File: config.mk
export PLATFORM = sky130hd
export DESIGN_NAME = i2c_slave
export DESIGN_NICKNAME = d
export VERILOG_FILES = /design/src/rtl/i2c_slave.sv
export SDC_FILE = /design/constraint.sdc
export NUM_CORES = 1
export LEC_CHECK = 0
export BUFFER_PORTS_ARGS = -buffer_cell sky130_fd_sc_hd__clkbuf_2
export CORE_ASPECT_RATIO = 0.6
export CORE_MARGIN = 10
export CORE_UTILIZATION = 56
export DETAILED_ROUTE_END_ITERATION = 7
export PLACE_DENSITY = 0.8
export SLEW_MARGIN = 0
export SYNTH_ARGS = -nofsm -noshare
export SYNTH_HDL_FRONTEND = slang
export SYNTH_SLANG_ARGS = --single-unit
export TNS_END_PERCENT = 30
File: constraint.sdc
create_clock -name CLK -period 2.27 [get_ports CLK]
set_input_delay 0.1135 -clock CLK [delete_from_list [all_inputs] [get_ports CLK]]
set_output_delay 0.1135 -clock CLK [all_outputs]
set_load 0.02 [all_outputs]
File: src/rtl/i2c_slave.sv
// rtl/i2c_slave.sv - I2C target: 7-bit address match, 32-bit word writes to Dout, reads from Din.
// SCL/SDA are oversampled by CLK; the target only ever pulls SDA low and never stretches SCL.
module i2c_slave #(
  parameter logic [6:0]  SLAVE_ADDR = 7'b1100101,
  parameter int unsigned NBYTES     = 4
) (
  input  logic        CLK,
  input  logic        RST,
  input  logic        i2c_scl,
  input  logic        i2c_sda_in,
  output logic        i2c_sda_oe,
  input  logic [31:0] Din,
  output logic [31:0] Dout,
  output logic        wr_valid,
  output logic        rd_req,
  output logic [7:0]  i2c_stat
);

  typedef enum logic [2:0] {
    IDLE, ADDR, ADDR_ACK, WR_DATA, WR_ACK, RD_DATA, RD_ACK
  } state_e;

  localparam logic [1:0] LAST_BYTE = 2'(NBYTES - 1);

  state_e      state_q, state_d;
  logic [2:0]  scl_sync_q, scl_sync_d;
  logic [2:0]  sda_sync_q, sda_sync_d;
  logic [3:0]  bit_cnt_q, bit_cnt_d;
  logic [1:0]  byte_cnt_q, byte_cnt_d;
  logic [7:0]  rx_q, rx_d;
  logic [31:0] tx_q, tx_d;
  logic [31:0] dout_q, dout_d;
  logic        sda_oe_q, sda_oe_d;
  logic        wr_valid_q, wr_valid_d;
  logic        rd_req_q, rd_req_d;
  logic        busy_q, busy_d;
  logic        stat_rw_q, stat_rw_d;
  logic        stat_nack_q, stat_nack_d;
  logic        stat_match_q, stat_match_d;
  logic        ack_hi_q, ack_hi_d;

  logic scl_s, sda_s, scl_rise, scl_fall, start_det, stop_det;

  // Index 1 is the synchronized level; index 2 is one CLK older for edge detection.
  assign scl_s     = scl_sync_q[1];
  assign sda_s     = sda_sync_q[1];
  assign scl_rise  = scl_sync_q[1] & ~scl_sync_q[2];
  assign scl_fall  = ~scl_sync_q[1] & scl_sync_q[2];
  assign start_det = scl_s & sda_sync_q[2] & ~sda_sync_q[1];
  assign stop_det  = scl_s & ~sda_sync_q[2] & sda_sync_q[1];

  always_comb begin
    state_d      = state_q;
    scl_sync_d   = {scl_sync_q[1:0], i2c_scl};
    sda_sync_d   = {sda_sync_q[1:0], i2c_sda_in};
    bit_cnt_d    = bit_cnt_q;
    byte_cnt_d   = byte_cnt_q;
    rx_d         = rx_q;
    tx_d         = tx_q;
    dout_d       = dout_q;
    sda_oe_d     = sda_oe_q;
    wr_valid_d   = 1'b0;
    rd_req_d     = 1'b0;
    busy_d       = busy_q;
    stat_rw_d    = stat_rw_q;
    stat_nack_d  = stat_nack_q;
    stat_match_d = stat_match_q;
    ack_hi_d     = ack_hi_q;

    if (start_det) begin
      state_d      = ADDR;
      bit_cnt_d    = 4'd0;
      byte_cnt_d   = 2'd0;
      sda_oe_d     = 1'b0;
      stat_rw_d    = 1'b0;
      stat_nack_d  = 1'b0;
      stat_match_d = 1'b0;
      ack_hi_d     = 1'b0;
    end else if (stop_det) begin
      state_d   = IDLE;
      sda_oe_d  = 1'b0;
      busy_d    = 1'b0;
      bit_cnt_d = 4'd0;
    end else begin
      unique case (state_q)
        IDLE: ;

        ADDR: begin
          if (scl_rise) begin
            rx_d      = {rx_q[6:0], sda_s};
            bit_cnt_d = bit_cnt_q + 4'd1;
          end else if (scl_fall && bit_cnt_q == 4'd8) begin
            if (rx_q[7:1] == SLAVE_ADDR) begin
              state_d      = ADDR_ACK;
              sda_oe_d     = 1'b1;
              stat_match_d = 1'b1;
              stat_rw_d    = rx_q[0];
              busy_d       = 1'b1;
              ack_hi_d     = 1'b0;
            end else begin
              state_d = IDLE;
              busy_d  = 1'b0;
            end
          end
        end

        // The ACK falling edge is also the first data-change point of a read,
        // so the MSB of the latched word goes out here.
        ADDR_ACK: begin
          if (scl_rise) begin
            ack_hi_d = 1'b1;
          end else if (scl_fall && ack_hi_q) begin
            ack_hi_d = 1'b0;
            if (stat_rw_q) begin
              tx_d      = {Din[30:0], 1'b0};
              sda_oe_d  = ~Din[31];
              rd_req_d  = 1'b1;
              bit_cnt_d = 4'd1;
              state_d   = RD_DATA;
            end else begin
              sda_oe_d  = 1'b0;
              bit_cnt_d = 4'd0;
              state_d   = WR_DATA;
            end
          end
        end

        WR_DATA: begin
          if (scl_rise) begin
            rx_d      = {rx_q[6:0], sda_s};
            bit_cnt_d = bit_cnt_q + 4'd1;
          end else if (scl_fall && bit_cnt_q == 4'd8) begin
            dout_d     = {dout_q[23:0], rx_q};
            byte_cnt_d = (byte_cnt_q == LAST_BYTE) ? 2'd0 : byte_cnt_q + 2'd1;
            wr_valid_d = (byte_cnt_q == LAST_BYTE);
            sda_oe_d   = 1'b1;
            ack_hi_d   = 1'b0;
            state_d    = WR_ACK;
          end
        end

        WR_ACK: begin
          if (scl_rise) begin
            ack_hi_d = 1'b1;
          end else if (scl_fall && ack_hi_q) begin
            ack_hi_d  = 1'b0;
            sda_oe_d  = 1'b0;
            bit_cnt_d = 4'd0;
            state_d   = WR_DATA;
          end
        end

        RD_DATA: begin
          if (scl_fall) begin
            if (bit_cnt_q < 4'd8) begin
              sda_oe_d  = ~tx_q[31];
              tx_d      = {tx_q[30:0], 1'b0};
              bit_cnt_d = bit_cnt_q + 4'd1;
            end else begin
              sda_oe_d = 1'b0;
              state_d  = RD_ACK;
            end
          end
        end

        RD_ACK: begin
          if (scl_rise) begin
            if (!sda_s) begin
              byte_cnt_d = (byte_cnt_q == LAST_BYTE) ? 2'd0 : byte_cnt_q + 2'd1;
              if (byte_cnt_q == LAST_BYTE) begin
                tx_d     = Din;
                rd_req_d = 1'b1;
              end
              bit_cnt_d = 4'd0;
              state_d   = RD_DATA;
            end else begin
              stat_nack_d = 1'b1;
              busy_d      = 1'b0;
              sda_oe_d    = 1'b0;
              state_d     = IDLE;
            end
          end
        end

        default: state_d = IDLE;
      endcase
    end
  end

  // Synchronizers reset to the idle-bus level so a reset never fakes an edge.
  always_ff @(posedge CLK) begin
    if (RST) begin
      state_q      <= IDLE;
      scl_sync_q   <= 3'b111;
      sda_sync_q   <= 3'b111;
      bit_cnt_q    <= 4'd0;
      byte_cnt_q   <= 2'd0;
      rx_q         <= 8'd0;
      tx_q         <= 32'd0;
      dout_q       <= 32'd0;
      sda_oe_q     <= 1'b0;
      wr_valid_q   <= 1'b0;
      rd_req_q     <= 1'b0;
      busy_q       <= 1'b0;
      stat_rw_q    <= 1'b0;
      stat_nack_q  <= 1'b0;
      stat_match_q <= 1'b0;
      ack_hi_q     <= 1'b0;
    end else begin
      state_q      <= state_d;
      scl_sync_q   <= scl_sync_d;
      sda_sync_q   <= sda_sync_d;
      bit_cnt_q    <= bit_cnt_d;
      byte_cnt_q   <= byte_cnt_d;
      rx_q         <= rx_d;
      tx_q         <= tx_d;
      dout_q       <= dout_d;
      sda_oe_q     <= sda_oe_d;
      wr_valid_q   <= wr_valid_d;
      rd_req_q     <= rd_req_d;
      busy_q       <= busy_d;
      stat_rw_q    <= stat_rw_d;
      stat_nack_q  <= stat_nack_d;
      stat_match_q <= stat_match_d;
      ack_hi_q     <= ack_hi_d;
    end
  end

  assign i2c_sda_oe = sda_oe_q;
  assign Dout       = dout_q;
  assign wr_valid   = wr_valid_q;
  assign rd_req     = rd_req_q;
  assign i2c_stat   = {2'b00, byte_cnt_q, stat_match_q, stat_nack_q, stat_rw_q, busy_q};

endmodule
==> results of run 1 <==
-- cell families (layout without fill, tap and decap cells) --
| kind of cell | Yosys count | in the layout | share of synthesized area |
|---|---|---|---|
| compound gates | 177 | 177 | 0.2931 |
| xor+xnor | 2 | 2 | 0.003741 |
| fa+ha+maj | 3 | 3 | 0.008016 |
| buf+inv | 67 | 128 | 0.06812 |
| flops | 95 | 95 | 0.4061 |
| mux | 11 | 11 | 0.02351 |
| other cells | 1 | 2 | 0.0008007 |
| simple gates | 193 | 193 | 0.1966 |
-- worst min-delay path, stage by stage --
cell and delay (ps):
clkbuf_2 90, nand2_1 50, a311oi_1 80
-- power groups by stage --
stage	Sequential [mW]	Combinational (mW)	Clock [mW]
2_1_floorplan	1.78	0.842	0
3_3_place_gp	1.80	1.17	0
3_5_place_dp	1.80	1.18	0
4_1_cts	1.76	1.21	1.46
5_1_grt	1.77	1.35	1.53
6_report	1.77	1.24	1.44
-- what timing repair did --
item                                    4_1_cts  5_1_grt
resized for setup                             1        0
hold endpoints to repair                      2        0
hold buffers                                  2        0
endpoints found under the setup margin        2        0
-- metrics by stage --
| step | total power, mW | util | hold WS (ps) | setup slack [ps] | std cells |
|---|---|---|---|---|---|
| finish | 4.451 | 0.6845 | 33.68 | 176.8 | 719 |
| CTS | 4.437 | 0.6845 | 28.59 | 224.1 | 719 |
| global placement | 2.971 | 0.6459 | 299.5 | 219.7 | 701 |
| global route | 4.651 | 0.6845 | 46.71 | 44.52 | 719 |
| floorplan | 2.623 | - | 217.3 | 448.2 | 550 |
| detailed placement | 2.985 | 0.6459 | 300.7 | 1.556 | 701 |
-- registers in the layout (all words and copies together) (netlist names) --
register and count:
Dout 32, tx_q 32, rx_q 8, bit_cnt_q 4
scl_sync_q 3, sda_sync_q 3, state_q 3, byte_cnt_q 2
ack_hi_q 1, busy_q 1, i2c_sda_oe 1, rd_req 1
stat_match_q 1, stat_nack_q 1, stat_rw_q 1, wr_valid 1
-- how the worst max path moves through the flow --
stage,startpoint,to,slack (ps),cells after the start
global placement,state_q[0],tx_q[6],220,5
floorplan,scl_sync_q[2],tx_q[22],450,9
CTS,scl_sync_q[2],tx_q[13],220,6
detailed placement,state_q[0],tx_q[28],2,5
finish,scl_sync_q[2],tx_q[11],180,6
global route,state_q[2],busy_q,40,7
-- cells in the mapped netlist (3+ instances only) --
cell type | n | share of area
o21ai_0 | 9 | 0.0096
buf_6 | 5 | 0.012
inv_1 | 12 | 0.0096
nor2_1 | 26 | 0.021
or2_2 | 9 | 0.012
a22oi_1 | 33 | 0.053
nand3b_1 | 5 | 0.0080
nand2_1 | 110 | 0.088
buf_2 | 5 | 0.0053
a31oi_1 | 3 | 0.0040
mux2i_1 | 11 | 0.024
a311oi_2 | 29 | 0.093
buf_4 | 6 | 0.0096
ha_1 | 3 | 0.0080
nor2b_1 | 4 | 0.0053
dfxtp_1 | 95 | 0.41
nor3_1 | 7 | 0.0075
clkbuf_1 | 37 | 0.030
and3_1 | 3 | 0.0040
or4_1 | 4 | 0.0064
and3b_1 | 3 | 0.0056
a311oi_1 | 3 | 0.0056
a211oi_1 | 3 | 0.0048
nand2b_1 | 7 | 0.0094
a21oi_1 | 76 | 0.081
-- per-layer routing --
layer	vias to the layer above	GRT usage	wire [um]
li1	2079	-	-
met2	199	0.3054	5772
met5	-	0	0
met1	2040	0.2600	5657
met4	0	0.06119	205
met3	20	0.06565	1195
-- cell type report --
cell class	instances	area (um2)	share of cell area
clock buffer	11	252.7	0.04611
clock inverter	5	31.28	0.005706
inverter	12	45.04	0.008217
multi-input combinational	388	2487	0.4538
sequential	95	1902	0.3470
tap	108	135.1	0.02465
timing repair buffer	100	628.1	0.1146
==> run metrics, run 1 <==
Sw Share 0.3323; crit-path max cell delay 580 ps; Fillers 677; Max transition margin 0.5431; TritonRoute pass-1 iters 5; All-Layer GR Usage 0.1998; largest net degree at the start of global routing 84; # DRC 0; # IOs 79; CP Capture Type flip-flop; worst hold start Din[0]; HPWL Detailed 8906 um; r2r worst-path depth 6; part of the power in the clock network 0.324; EDFF count, synth 0; commonest non-fill, non-tap cell in the layout nand2_1; Distinct cells, synth 57; cell breakdown of the critical path and3b_1, a22oi_1, o32ai_4, buf_4, a21oi_1, a311oi_2; CP bufs+invs 1; CP required 2530 ps; worst hold stages 3; RD Place Congestion 0.9376; area of placed instances 0.005172 mm2; combinational share of power 0.279; CTS Root Cell clkbuf_16; DR vias/cell 6.033; Reg clk slew, reported paths 60 ps; grt ovf 0; Pleak 2.002 nW; fin nets 645; die height 90.84 um; status finished clean; RSZ-0062 raised after global routing no; first-pass GRT wire length 21120 um; switching pwr 1.479 mW; Max Buffers Root-to-Sink 2; remaining antenna violation count 0; Syn-to-layout area delta 17.05%; setup violators final 0; Reg2Reg Launch Point scl_sync_q[2]; Worst Tran Pin Value 683.7 ps; Antenna diodes 0; vias in the first global route 4115; Worst VDD drop 0.4848 mV; CP max stage cell dfxtp_1; maximum clock rate 477.7 MHz; Die ar. 0.01254 mm2; Synth Flop Type dfxtp_1; RR Endpoint tx_q[11]; routed length per instance 17.84 um; CTS tree yes; Power Dens Cells 812.0 mW/mm2; critical path class flip-flop to flip-flop; critical path arrival 2350 ps; worst skew pair latency 350 ps; Final Skew 4.931 ps; Initial Util 0.5848; share of layout cells above drive strength 1 0.2684; PortBufs 76; Seq pwr share 0.397; DR vias 4338; core area 0.008008 mm2; FP Rows 25; Worst R2R Setup Slack 180 ps; Syn Inst Count 549; Setup crit start kind flip-flop; #FFs+latches synth 95; Synth warnings 0; syn avg cell area 8.530 um2; DR iter-0 viols 439; Hold Crit Class input port to flip-flop; fin area 0.005482 mm2; Hold EP tx_q[1]; CTS sink count 95; crit share post-route 0.9221; most frequent cells in the layout 110 x nand2_1, 95 x dfxtp_1, 76 x a21oi_1, 75 x clkbuf_2, 33 x a22oi_1; Die Wd 138.1 um; minimum clock period after layout 2093 ps; cts bufs inserted 9; post-CTS setup buffer count 0; FFs w/ async S/R, synth 0; Synth Cell Area 0.004683 mm2; max-slew violation count 0; initial antenna violation count 0; critical-path maximum fanout 31; H-tree Lvls 3; TNS Setup 0 ps; Pint 2.972 mW; register area share after synthesis 0.4061; Final Hold Viols 0; CP top delay family compound AO/OA/AOI/OAI gates; WL final 12830 um; Max-cap violations 0
Note: power is estimated with default switching activity, not from simulation.
==> run 2: changes to the inputs <==
- CORE_ASPECT_RATIO: 0.6 -> 0.8
==> run 2 against run 1 <==
Effect of this change: register-to-register slack is essentially flat; sequential cell count is the same; cell area shrank 1.9%; die area shrank 0.77%; via count shrank 1.8%; cell count grew 0.42%; largest power group unchanged.
==> run metrics, run 2 (synthesis results as in run 1) <==
PortBufs 76; Worst Tran Pin Value 711.9 ps; CTS tree yes; largest net degree at the start of global routing 66; CP required 2550 ps; GR met1 Demand/Resource 0.2587; TNS Setup 0 ps; grt ovf 0; GRT met3 Usage 0.04669; fin nets 648; area of placed instances 0.005150 mm2; Initial Util 0.5814; H-tree Lvls 3; Max-cap violations 0; r2r worst-path depth 6; Setup crit start kind flip-flop; All-Layer GR Usage 0.1951; fin area 0.005376 mm2; TritonRoute pass-1 iters 4; CTS sink count 95; maximum clock rate 475.8 MHz; routed length per instance 16.89 um; critical path arrival 2380 ps; FP Rows 29; Max Buffers Root-to-Sink 2; Die ar. 0.01244 mm2; vias in the first global route 4108; Reg2Reg Launch Point scl_sync_q[2]; Pleak 1.951 nW; Hold EP tx_q[2]; Top Usage Layer GRT met2; Antenna diodes 0; met2 GRT Util 0.3095; worst skew pair latency 370 ps; RSZ-0062 raised after global routing no; share of layout cells above drive strength 1 0.2704; WL final 12200 um; RD Place Congestion 0.9067; status finished clean; Worst R2R Setup Slack 170 ps; # IOs 79; DR iter-0 viols 402; core area 0.008055 mm2; first-pass GRT wire length 20180 um; Fillers 691; die height 101.8 um; Reg clk slew, reported paths 100 ps; critical path class flip-flop to flip-flop; Cells after DPL 703; Non-Filler Instances 722; Die Wd 122.2 um; setup violators final 0; Power, Total 4.003 mW; Worst VDD drop 0.4527 mV; Power Dens Cells 744.5 mW/mm2; critical-path maximum fanout 31; RR Endpoint tx_q[23]; DR vias 4259; CTS Root Cell clkbuf_8; Final Hold Viols 0; DR vias/cell 5.899; Final Skew 12.26 ps; most frequent cells in the layout 110 x nand2_1, 95 x dfxtp_1, 76 x a21oi_1, 75 x clkbuf_2, 33 x a22oi_1; worst hold start Din[1]; cts bufs inserted 9; worst hold stages 3; commonest non-fill, non-tap cell in the layout nand2_1; crit share post-route 0.9259; Max transition margin 0.5243; max-slew violation count 0; minimum clock period after layout 2102 ps; Syn-to-layout area delta 14.80%; fin util 0.6674; CP Capture Type flip-flop; Hold Crit Class input port to flip-flop; initial antenna violation count 0; HPWL Detailed 8658 um; # DRC 0; remaining antenna violation count 0
run 2: cell types whose count changed in the layout (fill, tap and decap cells not counted):
cell           change
clkbuf_16          -9
clkbuf_8           +7
buf_4              +5
buf_12             -3
clkinv_2           -3
clkinvlp_4         +2
clkinv_4           +1
clkinv_8           +1
dlygate4sd3_1      +1
inv_8              +1
run 2: worst max path at each step:
stage                   from       end  slack [ps]
6_report       scl_sync_q[2]  tx_q[23]         170
5_1_grt        scl_sync_q[2]  tx_q[15]         100
4_1_cts           state_q[2]  tx_q[23]          60
3_5_place_dp      state_q[2]  tx_q[23]          60
3_3_place_gp      state_q[2]  tx_q[15]         210
2_1_floorplan  scl_sync_q[2]  tx_q[22]         450
run 2: cell type report:
class	instances	area [um2]	area share
clock buffers	9	123.9	0.02304
clock inverters	7	67.56	0.01257
inverters	12	45.04	0.008378
multi-input cells	388	2487	0.4626
flip-flops and latches	95	1902	0.3537
well taps	108	135.1	0.02513
repair buffers	103	615.6	0.1145
run 2: layer usage:
layer | wire length, um | vias up
met5 | 0 | -
met2 | 5843 | 130
met4 | 113 | 0
met1 | 5450 | 2031
li1 | - | 2083
met3 | 790 | 15
run 2: timing repair:
item / 4_1_cts / 5_1_grt
hold endpoints to repair: 3 / 0
endpoints found under the setup margin: 0 / 31
setup buffers: 0 / 0
gates resized for setup: 0 / 1
hold buffers: 3 / 0
run 2: worst max-delay path: stages (launching register included):
cell and delay [ps]:
dfxtp_1 570, and3b_1 320, a22oi_1 140, o32ai_4 160
buf_4 380, a21oi_1 160, a311oi_2 270
run 2: power by group:
group          internal (mW)  total (mW)  switching (mW)
registers               1.71        1.77          0.0598
logic                  0.442        1.15           0.711
clock network          0.420        1.08           0.660
run 2: metrics by stage:
stage | hold slack, ps | setup slack (ps)
6_report | 20.99 | 168.1
5_1_grt | 20.53 | 97.90
4_1_cts | 2.157 | 58.80
3_5_place_dp | 310.5 | 58.64
3_3_place_gp | 301.8 | 209.0
2_1_floorplan | 217.3 | 448.2
